<file path="config.mk">
export PLATFORM = sky130hd
export DESIGN_NAME = adc_burst_acq_ctrl_flat
export DESIGN_NICKNAME = d
export VERILOG_FILES = /design/src/rtl/adc_burst_acq_ctrl_if.sv /design/src/rtl/adc_burst_acq_ctrl.sv /design/src/flat_wrapper.sv
export SDC_FILE = /design/constraint.sdc
export NUM_CORES = 1
export LEC_CHECK = 0
export CORE_MARGIN = 5
export CORE_UTILIZATION = 58
export CTS_CLUSTER_DIAMETER = 30
export DETAILED_ROUTE_END_ITERATION = 10
export GPL_TIMING_DRIVEN = 0
export PLACE_DENSITY_LB_ADDON = 0.3
export SLEW_MARGIN = 20
export SYNTH_ARGS = -nofsm -noshare
export SYNTH_HDL_FRONTEND = slang
export SYNTH_SLANG_ARGS = --single-unit
</file>
<file path="constraint.sdc">
create_clock -name clk -period 4.65 [get_ports clk]
set_input_delay 0.465 -clock clk [delete_from_list [all_inputs] [get_ports clk]]
set_output_delay 0.465 -clock clk [all_outputs]
set_load 0.005 [all_outputs]
</file>
<file path="src/rtl/adc_burst_acq_ctrl_if.sv">
// Handshake/bus bundle between the fill-size mux, ADC front end, channel buffer
// and the burst acquisition controller.
interface adc_burst_acq_ctrl_if #(
  parameter int unsigned BURST_W = 23
);
  logic               trig;
  logic               size_sel_en;
  logic [BURST_W-1:0] num_fill_bursts;
  logic               adc_valid;
  logic               buf_ready;
  logic               sample_we;
  logic               burst_done;
  logic [BURST_W-1:0] burst_count;
  logic               fill_done;
  logic               busy;
  logic               overflow;
  logic               trig_err;

  modport master (
    output trig, num_fill_bursts, adc_valid, buf_ready,
    input  size_sel_en, sample_we, burst_done, burst_count,
           fill_done, busy, overflow, trig_err
  );

  modport slave (
    input  trig, num_fill_bursts, adc_valid, buf_ready,
    output size_sel_en, sample_we, burst_done, burst_count,
           fill_done, busy, overflow, trig_err
  );
endinterface

</file>
<file path="src/rtl/adc_burst_acq_ctrl.sv">
// Per-channel burst acquisition controller: selects fill size, gates ADC samples
// into the channel buffer and counts complete bursts until the fill is done.
module adc_burst_acq_ctrl #(
  parameter int unsigned SAMPLES_PER_BURST = 8,
  parameter int unsigned BURST_W           = 23
) (
  input  logic                 clk,
  input  logic                 rst_n,
  adc_burst_acq_ctrl_if.slave  bus
);

  localparam int unsigned      CNT_W       = $clog2(SAMPLES_PER_BURST);
  localparam logic [CNT_W-1:0] LAST_SAMPLE = CNT_W'(SAMPLES_PER_BURST - 1);

  typedef enum logic [2:0] {
    IDLE,
    SELECT,
    LOAD,
    ACQ,
    DONE
  } state_t;

  state_t             state, state_nxt;
  logic [BURST_W-1:0] target;
  logic [BURST_W-1:0] burst_count;
  logic [BURST_W-1:0] burst_count_inc;
  logic [CNT_W-1:0]   sample_cnt;
  logic               burst_done;
  logic               overflow;
  logic               trig_err;

  logic accept;
  logic sample_in;
  logic wrap;
  logic last_burst;

  always_comb begin
    accept          = 1'b0;
    sample_in       = 1'b0;
    wrap            = 1'b0;
    burst_count_inc = burst_count + 1'b1;
    last_burst      = (burst_count_inc == target);
    if (state == IDLE)
      accept = bus.trig;
    if (state == ACQ)
      sample_in = bus.adc_valid;
    wrap = sample_in && (sample_cnt == LAST_SAMPLE);
  end

  always_ff @(posedge clk or negedge rst_n) begin
    if (!rst_n)
      state <= IDLE;
    else
      state <= state_nxt;
  end

  always_comb begin
    state_nxt = state;
    unique case (state)
      IDLE:    if (bus.trig) state_nxt = SELECT;
      SELECT:  state_nxt = LOAD;
      LOAD:    state_nxt = (bus.num_fill_bursts == '0) ? DONE : ACQ;
      ACQ:     if (wrap && last_burst) state_nxt = DONE;
      DONE:    state_nxt = IDLE;
      default: state_nxt = IDLE;
    endcase
  end

  always_ff @(posedge clk or negedge rst_n) begin
    if (!rst_n) begin
      target      <= '0;
      sample_cnt  <= '0;
      burst_count <= '0;
      burst_done  <= 1'b0;
      overflow    <= 1'b0;
      trig_err    <= 1'b0;
    end else begin
      burst_done <= wrap;
      if (state == LOAD)
        target <= bus.num_fill_bursts;

      // Dropped samples still advance the counter so bursts stay ADC-aligned.
      if (accept)
        sample_cnt <= '0;
      else if (sample_in)
        sample_cnt <= wrap ? '0 : sample_cnt + 1'b1;

      if (accept)
        burst_count <= '0;
      else if (wrap)
        burst_count <= burst_count_inc;

      if (accept)
        overflow <= 1'b0;
      else if (sample_in && !bus.buf_ready)
        overflow <= 1'b1;

      if (accept)
        trig_err <= 1'b0;
      else if (bus.trig && state != IDLE)
        trig_err <= 1'b1;
    end
  end

  assign bus.size_sel_en = (state == SELECT);
  assign bus.sample_we   = sample_in && bus.buf_ready;
  assign bus.burst_done  = burst_done;
  assign bus.burst_count = burst_count;
  assign bus.fill_done   = (state == DONE);
  assign bus.busy        = (state != IDLE);
  assign bus.overflow    = overflow;
  assign bus.trig_err    = trig_err;

endmodule

</file>
<file path="src/flat_wrapper.sv">
// flat-port wrapper written by rule: the top's interface ports become plain ports
module adc_burst_acq_ctrl_flat 
#(
  parameter int unsigned SAMPLES_PER_BURST = 8,
  parameter int unsigned BURST_W           = 23
)
  (clk, rst_n, bus_trig, bus_num_fill_bursts, bus_adc_valid, bus_buf_ready, bus_size_sel_en, bus_sample_we, bus_burst_done, bus_burst_count, bus_fill_done, bus_busy, bus_overflow, bus_trig_err);
  adc_burst_acq_ctrl_if #(.BURST_W(BURST_W)) bus_i ();
  input  logic clk;
  input  logic rst_n;
  input wire logic [$bits(bus_i.trig)-1:0] bus_trig;
  input wire logic [$bits(bus_i.num_fill_bursts)-1:0] bus_num_fill_bursts;
  input wire logic [$bits(bus_i.adc_valid)-1:0] bus_adc_valid;
  input wire logic [$bits(bus_i.buf_ready)-1:0] bus_buf_ready;
  output wire logic [$bits(bus_i.size_sel_en)-1:0] bus_size_sel_en;
  output wire logic [$bits(bus_i.sample_we)-1:0] bus_sample_we;
  output wire logic [$bits(bus_i.burst_done)-1:0] bus_burst_done;
  output wire logic [$bits(bus_i.burst_count)-1:0] bus_burst_count;
  output wire logic [$bits(bus_i.fill_done)-1:0] bus_fill_done;
  output wire logic [$bits(bus_i.busy)-1:0] bus_busy;
  output wire logic [$bits(bus_i.overflow)-1:0] bus_overflow;
  output wire logic [$bits(bus_i.trig_err)-1:0] bus_trig_err;
  assign bus_i.trig = bus_trig;
  assign bus_i.num_fill_bursts = bus_num_fill_bursts;
  assign bus_i.adc_valid = bus_adc_valid;
  assign bus_i.buf_ready = bus_buf_ready;
  assign bus_size_sel_en = bus_i.size_sel_en;
  assign bus_sample_we = bus_i.sample_we;
  assign bus_burst_done = bus_i.burst_done;
  assign bus_burst_count = bus_i.burst_count;
  assign bus_fill_done = bus_i.fill_done;
  assign bus_busy = bus_i.busy;
  assign bus_overflow = bus_i.overflow;
  assign bus_trig_err = bus_i.trig_err;
  adc_burst_acq_ctrl #(.SAMPLES_PER_BURST(SAMPLES_PER_BURST), .BURST_W(BURST_W)) u_core (.clk(clk), .rst_n(rst_n), .bus(bus_i));
endmodule
</file>
==> results.py, run 1 <==
metrics = {
    "worst_setup_path": {
        "path_delay_family": "simple AND/OR/NAND/NOR gates",
        "cp_data_arrival_time_ns": 3.38,
        "crit_path_frequent_cell": "inv_2",
        "cp_cell_sequence": "clkdlybuf4s50_1, nand4b_1, inv_2, nand2_1, inv_2, o2111ai_1, a211oi_1, or4b_1, nor4_1, o31ai_1",
        "r2r_start": "u_core.bus.burst_count[0]$_DFFE_PN0P_",
        "critPathMaxStageDelay_ns": 0.47,
        "r2r_cells": 8,
        "critPathSlowestCell": "or4b_1",
        "timing.rr.end": "u_core.state[0]$_DFFE_PN0P_",
        "worst-setup-path-type": "primary input to register",
        "end_kind": "register",
        "startpoint_type": "primary input",
        "r2r_slack_ns": 1.49,
        "crit_fanout": 8,
        "worst-path-buf-inv": 3,
        "cp.required_ns": 4.85,
    },
    "sta": {
        "whs_ns": 0.187,
        "setup_viol": 0,
        "period_needed_ns": 3.18,
        "fin_skew_ns": 0.0104,
        "tns_ns": 0,
        "max_freq_mhz": 314,
        "post-route-period-util_pct": 68.5,
        "tightest_slew_ns": 0.706,
        "relSlewSlack_pct": 52.9,
        "rsz0062_at_grt": "false",
        "slew_viol_final": 0,
        "hold_viol": 0,
    },
    "layout": {
        "mostFrequentLayoutCell": "clkdlybuf4s50_1",
        "postLayoutCoreUtil_pct": 71.7,
        "area_growth_pct": 21.9,
        "nets": 450,
        "nFillCells": 458,
        "drive_gt1_share_pct": 13.9,
        "fin_area_mm2": 0.00417,
        "layout_common_cells": "56 x clkdlybuf4s50_1, 55 x dfrtp_1, 28 x o21ai_0, 28 x xnor2_1, 25 x nand2_1",
        "fin_cells": 493,
        "diodes": 0,
    },
    "global_route": {
        "grt_pass1_wl_um": 15000,
        "grt_pass1_vias": 3027,
        "antenna_found_initial": 0,
        "grt_util_all_layers_pct": 25.4,
        "grt_max_degree": 56,
        "grt_overflow_total": 0,
    },
    "outcome": {
        "status": "finished clean",
    },
    "synth": {
        "synthArstFlopShare_pct": 100,
        "synth_cell_type_count": 57,
        "synth_edf_count": 0,
        "syn_avg_cell_area_um2": 9.67,
        "ys_ff_latch": 55,
        "netlist_area_mm2": 0.00342,
        "ys_warn_count": 0,
        "synth-main-ff-cell": "dfrtp_1",
        "syn_inst": 354,
        "syn_nets": 386,
        "yosysSeqAreaShare_pct": 40.2,
    },
    "clocking": {
        "cts_buffers": 5,
        "clkLatencyLatePin_ns": 0.31,
        "cts_tree": "built",
        "postCtsHoldBufs": 0,
        "ctsRootBufferMaster": "clkbuf_8",
        "clk_path_buf_depth": 2,
        "post_cts_resized": 0,
        "clk_pin_slew_ns": 0.11,
        "post-cts-setup-buffer-count": 0,
        "ctsHtreeMaxLevel": 2,
        "clock-sinks": 55,
    },
    "route": {
        "remaining_drc_errors": 0,
        "drt-wirelength-per-cell_um": 18.5,
        "drtAntennaViolNets": 0,
        "drtIter0Drc": 385,
        "vias_per_cell": 6.25,
        "vias": 3080,
        "first_pass_iters": 5,
        "wl_um": 9140,
    },
    "power": {
        "p_int_uw": 1010,
        "p_switching_uw": 558,
        "power_density_mw_per_mm2": 377,
        "share_comb_of_total_power_pct": 37.5,
        "seqPwrFrac_pct": 45.3,
        "power_frac_clock_pct": 17.2,
        "ir_drop_mv": 0.259,
        "leakage_uw": 0.00169,
        "switching_share_pct": 35.5,
    },
    "floorplanning": {
        "core-area_mm2": 0.00582,
        "ioPinCount": 58,
        "die_x_um": 86.8,
        "dieArea_mm2": 0.00754,
        "start_util_pct": 58.9,
        "row_count": 28,
        "dieHeight_um": 86.8,
    },
    "placement": {
        "place_congestion": 0.881,
        "dp_hpwl_um": 6710,
        "io_buffers": 57,
        "dp_cells": 486,
        "dpl_cell_area_mm2": 0.00409,
    },
    "run": {
        "cap_violations": 0,
    },
    "worst_hold_path": {
        "hp-class": "primary input to async pin",
    },
}
-- per-layer routing --
metal	up-vias	GRT usage, %	wire (µm)
met5	-	0	0
met4	0	6.52	132
met3	16	4.37	590
met2	136	42.0	4610
met1	1503	34.6	3810
li1	1425	-	-
-- flip-flops by register name (all words and copies together) (netlist names) --
signal and flops:
u_core.bus.burst_count 23, u_core.sample_cnt 3, u_core.target 23, u_core.bus.overflow 1, u_core.bus.trig_err 1, u_core.state 3
u_core.bus.burst_done 1
-- layout make-up --
class / instances / area [µm²] / share of cell area (%)
buffer: 21 / 124 / 2.97
clock buffer: 5 / 68.8 / 1.65
clock inverter: 2 / 17.5 / 0.420
inverter: 11 / 41.3 / 0.990
multi-input combinational: 267 / 1880 / 45.1
sequential: 55 / 1380 / 33.0
tap: 75 / 93.8 / 2.25
timing repair buffer: 57 / 568 / 13.6
-- worst register-to-register path, delay by kind of cell, from the launching register on --
family	cells	cell delay, ns
AO/OA/AOI/OAI	1	0.12
multiplexers	1	0.20
adder cells (fa/ha/maj)	1	0.30
AND/OR/NAND/NOR	5	1.85
flip-flops	1	0.57
-- stage by stage --
| step | total power (µW) | setup WS [ns] |
|---|---|---|
| 2_1_floorplan | 1120 | 2.22 |
| 3_3_place_gp | 1280 | 1.26 |
| 5_1_grt | 1670 | 1.36 |
| 6_report | 1570 | 1.47 |
| 3_5_place_dp | 1300 | 1.23 |
| 4_1_cts | 1570 | 1.55 |
-- logic make-up (layout without fill, tap and decap cells) --
family / Yosys count / count (layout) / synth area share (%)
AND/OR/NAND/NOR: 124 / 124 / 21.1
AO/OA/AOI/OAI: 79 / 79 / 15.3
flip-flops: 55 / 55 / 40.2
XOR/XNOR: 35 / 35 / 8.95
buffers and inverters: 32 / 96 / 4.82
multiplexers: 25 / 25 / 8.15
adder cells (fa/ha/maj): 4 / 4 / 1.46
-- synthesized netlist by cell type, types with 2 or more instances --
master | number | share of area, %
a21o_1 | 4 | 0.88
a21oi_1 | 13 | 1.9
dfrtp_1 | 55 | 40
nand4_1 | 12 | 2.2
xor2_1 | 7 | 1.8
o2111ai_1 | 2 | 0.51
nor4_2 | 2 | 0.73
buf_4 | 3 | 0.66
nand4_4 | 2 | 1.2
a211oi_1 | 2 | 0.44
and2_1 | 5 | 0.91
nand2_1 | 25 | 2.7
ha_1 | 4 | 1.5
nor4_1 | 8 | 1.5
mux2i_1 | 2 | 0.58
o31ai_1 | 13 | 2.9
clkbuf_1 | 12 | 1.3
o41ai_1 | 3 | 0.77
xnor2_1 | 28 | 7.2
mux2_2 | 23 | 7.6
a31o_2 | 2 | 0.51
inv_1 | 9 | 0.99
and4_1 | 4 | 1.0
o21ai_0 | 28 | 4.1
nand4b_1 | 2 | 0.51
nor2_1 | 22 | 2.4
nor3_1 | 7 | 1.0
and3_1 | 7 | 1.3
inv_2 | 2 | 0.22
nand3_1 | 17 | 2.5
buf_6 | 3 | 0.99
-- power groups by stage --
stage,Combinational (µW),Sequential (µW),Clock (µW)
floorplan,434,685,0
global placement,562,714,0
detailed placement,584,719,0
CTS,588,710,273
global route,647,725,298
finish,590,712,270
-- how the worst max path moves through the flow --
stage	start	to	slack, ns	depth (start not counted)
finish	bus_adc_valid	u_core.state[0]$_DFFE_PN0P_	1.47	10
CTS	bus_adc_valid	u_core.state[0]$_DFFE_PN0P_	1.55	10
detailed placement	bus_adc_valid	u_core.state[0]$_DFFE_PN0P_	1.23	10
global placement	bus_adc_valid	u_core.state[0]$_DFFE_PN0P_	1.26	10
global route	bus_adc_valid	u_core.state[0]$_DFFE_PN0P_	1.36	10
floorplan	u_core.bus.burst_count[0]$_DFFE_PN0P_	u_core.state[0]$_DFFE_PN0P_	2.22	8
(Power assumes the default switching activity.)
==> run 2: changes to the inputs <==
- CORE_UTILIZATION: 58 -> 48
- clock period: 4.65 -> 2.57 ns (I/O delays scaled with it)
==> run 2 against run 1 <==
Cell count increased by 7.1%. Clock-buffer cell count unchanged. Worst setup slack got worse by 1.4 ns. Die area increased by 18%. Wire length increased by 2.8%. Combinational power increased by 100%. First-iteration DRC count decreased by 50%. Clock power increased by 96%. Largest power group unchanged.
==> results.py, run 2 (same netlist as run 1, synthesis figures left out) <==
metrics = {
    "outcome": {
        "status": "finished clean",
    },
    "route": {
        "first_pass_iters": 5,
        "drtIter0Drc": 194,
        "vias": 3117,
        "remaining_drc_errors": 0,
        "wl_um": 9390,
        "drt-wirelength-per-cell_um": 17.8,
        "drtAntennaViolNets": 0,
        "vias_per_cell": 5.90,
    },
    "sta": {
        "fin_skew_ns": 0.0129,
        "setup_viol": 0,
        "period_needed_ns": 2.46,
        "relSlewSlack_pct": 51.6,
        "slew_viol_final": 0,
        "hold_viol": 0,
        "tightest_slew_ns": 0.727,
        "max_freq_mhz": 406,
        "post-route-period-util_pct": 95.7,
    },
    "clocking": {
        "ctsRootBufferMaster": "clkbuf_8",
        "clk_pin_slew_ns": 0.12,
        "cts_buffers": 5,
        "clkLatencyLatePin_ns": 0.33,
        "clk_path_buf_depth": 2,
        "ctsHtreeMaxLevel": 2,
        "clock-sinks": 55,
        "cts_tree": "built",
    },
    "power": {
        "finalPower_uw": 3000,
        "power_density_mw_per_mm2": 671,
        "ir_drop_mv": 0.389,
        "leakage_uw": 0.00184,
    },
    "floorplanning": {
        "ioPinCount": 58,
        "die_x_um": 94.5,
        "row_count": 30,
        "start_util_pct": 49.8,
        "dieArea_mm2": 0.00892,
        "dieHeight_um": 94.5,
        "core-area_mm2": 0.00687,
    },
    "layout": {
        "layout_common_cells": "56 x clkdlybuf4s50_1, 48 x dfrtp_1, 28 x o21ai_0",
        "nets": 463,
        "multi_input_area_mm2": 0.00202,
        "regArea_mm2": 0.00139,
        "fin_cells": 528,
        "postLayoutCoreUtil_pct": 65.0,
        "nFillCells": 582,
        "area_growth_pct": 30.5,
        "mostFrequentLayoutCell": "clkdlybuf4s50_1",
        "fin_area_mm2": 0.00447,
        "diodes": 0,
        "drive_gt1_share_pct": 22.7,
        "reg_top3": "u_core.bus.burst_count (23), u_core.target (23)",
    },
    "worst_setup_path": {
        "end_kind": "register",
        "r2r_cells": 8,
        "cp.required_ns": 2.83,
        "crit_fanout": 10,
        "r2r_slack_ns": 0.11,
        "cp_data_arrival_time_ns": 2.72,
        "worst-setup-path-type": "register to register",
        "startpoint_type": "register",
    },
    "run": {
        "cap_violations": 0,
    },
    "global_route": {
        "grt_max_degree": 56,
        "antenna_found_initial": 0,
        "grt_pass1_vias": 2983,
        "grt_overflow_total": 0,
        "grt_pass1_wl_um": 15000,
        "grt_util_all_layers_pct": 21.6,
    },
    "placement": {
        "io_buffers": 57,
        "place_congestion": 0.892,
        "dp_hpwl_um": 6690,
        "dpl_cell_area_mm2": 0.00411,
        "dp_cells": 507,
    },
    "worst_hold_path": {
        "hp-class": "register to register",
        "hold_depth": 1,
    },
}
## run 2: through the flow
stage / setup slack (ns) / hold slack (ns) / setup TNS [ns]
detailed placement: -0.575 / 0.364 / -1.24
finish: 0.110 / 0.493 / 0
CTS: 0.0108 / 0.514 / 0
global route: -0.0411 / 0.516 / -0.0411
floorplan: 0.136 / -0.0386 / 0
global placement: -0.593 / 0.482 / -26.26
## run 2: cell type report
cell class,instances,share of cell area [%]
inverters,11,0.924
clock buffers,5,1.54
clock inverters,3,0.616
plain buffers,18,2.66
flip-flops and latches,55,31.0
well taps,96,2.69
multi-input cells,267,45.1
repair buffers,73,15.5
## run 2: repair_timing
item | in CTS | in global routing
endpoints found under the setup margin | 3 | 3
endpoints found under the hold margin | 15 | 0
setup buffers | 8 | 7
hold buffers | 1 | 0
pin swaps | 3 | 11
cloned | 0 | 0
gates resized for setup | 10 | 28
## run 2: path summary, 6_finish.rpt
| check | from | endpoint |
|---|---|---|
| setup / recovery | u_core.bus.burst_count[1]$_DFFE_PN0P_ | u_core.state[2]$_DFFE_PN0P_ |
| hold / removal | u_core.state[2]$_DFFE_PN0P_ | u_core.state[1]$_DFFE_PN0P_ |
| setup reg to reg | u_core.bus.burst_count[1]$_DFFE_PN0P_ | u_core.state[2]$_DFFE_PN0P_ |
| hold reg to reg | u_core.state[2]$_DFFE_PN0P_ | u_core.state[1]$_DFFE_PN0P_ |
| max in group asynchronous | rst_n | u_core.bus.burst_count[7]$_DFFE_PN0P_ |
| min in group asynchronous | rst_n | u_core.target[20]$_DFFE_PN0N_ |
## run 2: metal layers
layer / track usage [%] / routed length [µm]
met4: 9.74 / 336
met2: 34.0 / 4410
met5: 0 / 0
met1: 29.5 / 4190
met3: 2.95 / 457
## run 2: report_power, final
part / internal [µW] / switching (µW) / total (µW)
clock network: 203 / 326 / 529
logic: 628 / 550 / 1180
registers: 1080 / 210 / 1290
## run 2: critical path, stage by stage (launching register included)
cell     delay, ns
dfrtp_2       0.49
and4_1        0.25
buf_6         0.16
nand2_1       0.08
or4b_2        0.65
nand3_2       0.11
nand2_1       0.09
nor4_4        0.35
o211a_1       0.19
